### src/rtl/fetch_unit.sv
`default_nettype none
// fetch_unit: IF stage with PC, req/ack instruction fetch, 1-entry skid buffer and IF/ID register.
// Optional counters stall_cycles / kill_count are enabled by defining FETCH_PERF_CNT_EN.
module fetch_unit #(
  parameter logic [31:0] RESET_PC  = 32'h0000_0000,
  parameter logic [31:0] NOP_INSTR = 32'h0000_0013
) (
  input  logic        clk,
  input  logic        rst_n,
  input  logic        stall,
  input  logic        flush_IFID,
  input  logic        branch_taken,
  input  logic [31:0] branch_target,
  output logic        imem_req,
  output logic [31:0] imem_addr,
  input  logic        imem_ack,
  input  logic [31:0] imem_rdata,
  output logic [31:0] instr_ID,
  output logic [31:0] pc_ID,
  output logic        valid_ID
`ifdef FETCH_PERF_CNT_EN
  ,
  output logic [31:0] stall_cycles,
  output logic [31:0] kill_count
`endif
);

  typedef enum logic [1:0] {
    IDLE = 2'd0,
    REQ  = 2'd1,
    KILL = 2'd2,
    BUF  = 2'd3
  } state_t;

  state_t      state;
  logic [31:0] pc;
  logic [31:0] redirect_pc;
  logic [31:0] skid_instr;
  logic [31:0] skid_pc;
  logic [31:0] target;
  logic        src_valid;
  logic [31:0] src_instr;
  logic [31:0] src_pc;
  logic        unused_target_lsbs;

  assign target             = {branch_target[31:2], 2'b00};
  assign unused_target_lsbs = ^branch_target[1:0];
  // pc only moves on ack or while no request is pending, so the address stays stable.
  assign imem_addr          = pc;

  // Instruction offered to IF/ID this cycle; a redirect invalidates both sources.
  always_comb begin
    src_valid = 1'b0;
    src_instr = skid_instr;
    src_pc    = skid_pc;
    if (!branch_taken) begin
      if (state == REQ && imem_ack) begin
        src_valid = 1'b1;
        src_instr = imem_rdata;
        src_pc    = pc;
      end else if (state == BUF) begin
        src_valid = 1'b1;
      end
    end
  end

  always_ff @(posedge clk or negedge rst_n) begin
    if (!rst_n) begin
      state       <= IDLE;
      imem_req    <= 1'b0;
      pc          <= RESET_PC;
      redirect_pc <= RESET_PC;
      skid_instr  <= NOP_INSTR;
      skid_pc     <= 32'h0;
    end else begin
      case (state)
        IDLE: begin
          state    <= REQ;
          imem_req <= 1'b1;
          if (branch_taken) pc <= target;
        end
        REQ: begin
          if (branch_taken) begin
            if (imem_ack) begin
              pc <= target;
            end else begin
              redirect_pc <= target;
              state       <= KILL;
            end
          end else if (imem_ack) begin
            pc <= pc + 32'd4;
            if (stall) begin
              skid_instr <= imem_rdata;
              skid_pc    <= pc;
              state      <= BUF;
              imem_req   <= 1'b0;
            end
          end
        end
        KILL: begin
          if (branch_taken) redirect_pc <= target;
          if (imem_ack) begin
            pc    <= branch_taken ? target : redirect_pc;
            state <= REQ;
          end
        end
        BUF: begin
          if (branch_taken) begin
            pc       <= target;
            state    <= REQ;
            imem_req <= 1'b1;
          end else if (!stall) begin
            state    <= REQ;
            imem_req <= 1'b1;
          end
        end
        default: begin
          state    <= IDLE;
          imem_req <= 1'b0;
        end
      endcase
    end
  end

  always_ff @(posedge clk or negedge rst_n) begin
    if (!rst_n) begin
      instr_ID <= NOP_INSTR;
      pc_ID    <= 32'h0;
      valid_ID <= 1'b0;
    end else if (flush_IFID) begin
      instr_ID <= NOP_INSTR;
      valid_ID <= 1'b0;
    end else if (!stall) begin
      if (src_valid) begin
        instr_ID <= src_instr;
        pc_ID    <= src_pc;
        valid_ID <= 1'b1;
      end else begin
        instr_ID <= NOP_INSTR;
        valid_ID <= 1'b0;
      end
    end
  end

`ifdef FETCH_PERF_CNT_EN
  logic drop;
  assign drop = (state == REQ  && imem_ack && branch_taken) ||
                (state == BUF  && branch_taken) ||
                (state == KILL && imem_ack);

  always_ff @(posedge clk or negedge rst_n) begin
    if (!rst_n) begin
      stall_cycles <= 32'h0;
      kill_count   <= 32'h0;
    end else begin
      if (stall) stall_cycles <= stall_cycles + 32'd1;
      if (drop)  kill_count   <= kill_count + 32'd1;
    end
  end
`endif

endmodule
`default_nettype wire

### config.mk
export PLATFORM = sky130hd
export DESIGN_NAME = fetch_unit
export DESIGN_NICKNAME = d
export VERILOG_FILES = /design/src/rtl/fetch_unit.sv
export SDC_FILE = /design/constraint.sdc
export NUM_CORES = 1
export LEC_CHECK = 0
export ABC_AREA = 0
export BUFFER_PORTS_ARGS = -buffer_cell sky130_fd_sc_hd__buf_4
export CAP_MARGIN = 20
export CORE_MARGIN = 1.5
export CORE_UTILIZATION = 46
export CTS_BUF_LIST = sky130_fd_sc_hd__clkbuf_8 sky130_fd_sc_hd__clkbuf_16
export CTS_CLUSTER_SIZE = 10
export DETAILED_ROUTE_END_ITERATION = 7
export GPL_TIMING_DRIVEN = 0
export HOLD_SLACK_MARGIN = 0.03
export PLACE_DENSITY = 0.68
export SLEW_MARGIN = 40
export SYNTH_ARGS = -nofsm -noshare
export SYNTH_HDL_FRONTEND = slang
export SYNTH_SLANG_ARGS = --single-unit
export TNS_END_PERCENT = 1
### constraint.sdc
create_clock -name clk -period 6.6 [get_ports clk]
set_input_delay 0.33 -clock clk [delete_from_list [all_inputs] [get_ports clk]]
set_output_delay 0.33 -clock clk [all_outputs]
set_load 0.01 [all_outputs]
==> key figures <==
Route
  • Met1 WL: about 12 mm
  • WL per Instance: approximately 19 um
  • Wire length on met2: 11.8 mm
  • Final WL: approximately 25 mm
  • Initial DRT Pass Iterations: 5
  • Via density per instance: 5.65
  • Antenna-violating nets left: 0
  • Detailed-route DRC error count: 0
  • DR WL met3: about 1.4 mm
  • DRT iter0 DRCs: 403
  • Total vias in the final route: about 7,600
  • Uppermost layer routed: met4

STA
  • Final Hold Vio Count: 0
  • Final hold slack: 0.131 ns
  • TNS Setup: 0 ns
  • Tightest Pin Transition: 0.910 ns
  • Max-slew headroom: 0.391
  • Final worst-path cycle share: 0.469
  • # setup viols final: 0
  • Worst clock skew: 0.0107 ns
  • Unrepaired setup endpoints after global routing: false
  • Final min period: roughly 3.1 ns
  • Max Fclk: 323 MHz
  • Fin. max-slew vios: 0

CTS
  • Clock buffer count from CTS: 17
  • Post-CTS Setup Inserts: 0
  • H-tree Lvls: 4
  • CTS clock-pin slew for the worst setup and hold paths: 0.07 ns
  • Clock root buffer master: clkbuf_16
  • TritonCTS clock tree: built
  • Count of clock tree sinks: between 150 and 200
  • Max Buffers Root-to-Sink: 2
  • Latest clock arrival within the worst-skew pair: 0.44 ns
  • Hold Buf Count CTS: 1
  • Post-CTS Resized: 0

Layout
  • Share of layout cells above drive strength 1: 0.285
  • Nets: 1,137
  • Commonest non-fill, non-tap cells in the layout: 190 x dfrtp_1, 163 x buf_4, 107 x nand2_1, 104 x o21ai_0, 90 x mux2_2
  • Antenna diode count: 0
  • Area growth from synthesis to layout: 23.9%
  • Post-route insts no fill: 1,340
  • Commonest non-fill, non-tap cell in the layout: dfrtp_1

Synthesis
  • Synthesized net count: approximately 950
  • Synth top area cells: dfrtp_1 51%, mux2_2 11%, mux2i_1 7.6%
  • Post-synth EDFFs: 0
  • Syn Inst Count: 876
  • Register area share after synthesis: 0.525
  • Area share of the largest cell type after synthesis: 0.508
  • Post-Synthesis Cell Area: between 0.009 and 0.01 mm^2
  • Ys flop type: dfrtp_1
  • FFs w/ async S/R, synth: 1.00
  • Number of synthesized register bits: 196
  • YS warnings: 0
  • Syn avg cell area: between 10 and 15 um^2
  • Yosys top cell by area: dfrtp_1
  • Cell variety after synth: 56

Worst hold path
  • Hold path start: imem_rdata[13]
  • Hold path depth: 2
  • Hold endpoint: skid_instr[13]$_DFFE_PN0P_
  • Worst Hold Class: input pin to register

Floorplan
  • IO Count: 168
  • Initial core utilization: 0.474
  • Site Rows: 51
  • Die Wd: 146 um
  • Die Footprint: 0.0212 mm^2
  • Die height: around 150 um
  • Core area: ~0.02 mm^2

Global routing
  • Largest net degree at the start of global routing: 74
  • Initial antenna violation count: 0
  • Grt total ovfl: 0
  • All-Layer GR Usage: 0.241
  • Vias in the first global route: 7,245
  • First-pass GRT wire length: 40.4 mm

Worst setup path
  • WP data arrival: 3.41 ns
  • CP max FO: 10
  • Crit path launch type: register
  • RR Endpoint: imem_addr[20]$_DFFE_PN0P_
  • Setup slack, reg-to-reg: 3.50 ns
  • CP endpoint kind: register
  • RR Startpoint: state[1]$_DFFE_PN0P_
  • Kind of critical path: register to register
  • Reg2reg path depth: 10
  • Worst EP required: approximately 6.9 ns

Placed design
  • Placed cell count: 1,307
  • HPWL after DPL: 18.7 mm
  • GPL Wtd Cong: 0.896
  • Port bufs: 164

Power and ir drop
  • Pwr dens: 451 mW/mm^2
  • Leakage: 0.00550 uW
  • Total power: 5220 uW
  • Peak supply drop: around 0.00024 V

Job
  • Max_cap viols: 0

Status
  • Outcome: finished clean
-- metal layers --
| layer | global-route usage | vias up |
|---|---|---|
| met3 | 0.0420 | 32 |
| met1 | 0.345 | 3755 |
| met2 | 0.380 | 239 |
| met5 | 0 | - |
| li1 | - | 3551 |
| met4 | 0.0633 | 0 |
-- per-stage QoR --
step	instance area, um^2	utilization	setup slack, ns
after floorplan	9350	-	4.35
after global placement	10900	0.554	3.60
after detailed placement	11000	0.557	3.58
after CTS	11600	0.587	3.51
after global routing	11600	0.587	3.31
final	11600	0.587	3.50
-- flip-flops by register name, summed over array words and instances (netlist names) --
signal / cells
skid_pc: 32
redirect_pc: 32
imem_req: 1
instr_ID: 32
pc_ID: 32
valid_ID: 1
imem_addr: 32
skid_instr: 32
state: 2
-- cell type report --
| class | count | area [um^2] |
|---|---|---|
| multi-input combinational | 598 | 4130 |
| inverter | 16 | 60.1 |
| tap | 265 | 332 |
| fill | 1746 | 8140 |
| timing repair buffer | 167 | 1300 |
| clock inverter | 13 | 138 |
| sequential | 196 | 4910 |
| buffer | 66 | 254 |
| clock buffer | 19 | 453 |
-- synthesized netlist by cell type (6+ instances only) --
cell / instances
inv_1: 16
nor3_1: 17
nand2_1: 107
o22ai_1: 7
dfstp_2: 6
a22oi_1: 6
nand4_1: 8
a221oi_1: 12
nor2_1: 26
a21oi_1: 32
dfrtp_1: 190
o21ai_0: 104
nand3_1: 17
a2bb2oi_1: 7
mux2_2: 90
nor4_1: 8
buf_1: 6
mux2i_1: 71
clkbuf_1: 55
-- worst max-delay path, cell delays in order, from the launching register on --
cell,delay [ns]
dfrtp_1,0.43
inv_1,0.08
ha_1,0.14
clkbuf_1,0.39
o21ba_2,0.25
or2_2,0.12
clkbuf_1,0.23
clkbuf_1,0.50
buf_1,0.51
nor2_1,0.11
o22a_1,0.21
-- cell families after synthesis --
kind of cell / synth area share
AO/OA/AOI/OAI: 0.147
adder cells (fa/ha/maj): 0.00669
flip-flops: 0.525
AND/OR/NAND/NOR: 0.103
buffers and inverters: 0.0336
multiplexers: 0.184
-- worst max-delay path by stage --
stage	slack, ns	end	start	cells past startpoint
2_1_floorplan	4.35	imem_addr[9]$_DFFE_PN0P_	state[0]$_DFFE_PN0P_	9
3_3_place_gp	3.60	pc_ID[14]$_DFFE_PN0P_	state[1]$_DFFE_PN0P_	9
3_5_place_dp	3.58	instr_ID[20]$_DFFE_PN0P_	state[1]$_DFFE_PN0P_	9
4_1_cts	3.51	pc_ID[14]$_DFFE_PN0P_	state[1]$_DFFE_PN0P_	9
5_1_grt	3.31	instr_ID[21]$_DFFE_PN0P_	state[1]$_DFFE_PN0P_	9
6_report	3.50	imem_addr[20]$_DFFE_PN0P_	state[1]$_DFFE_PN0P_	10
-- power by group --
| part | switching (uW) | internal [uW] | leakage, uW | total, uW |
|---|---|---|---|---|
| Sequential | 390 | 1690 | 0.00245 | 2080 |
| Clock | 483 | 553 | 0.000279 | 1040 |
| Combinational | 1120 | 986 | 0.00277 | 2110 |
(Power assumes the default switching activity.)
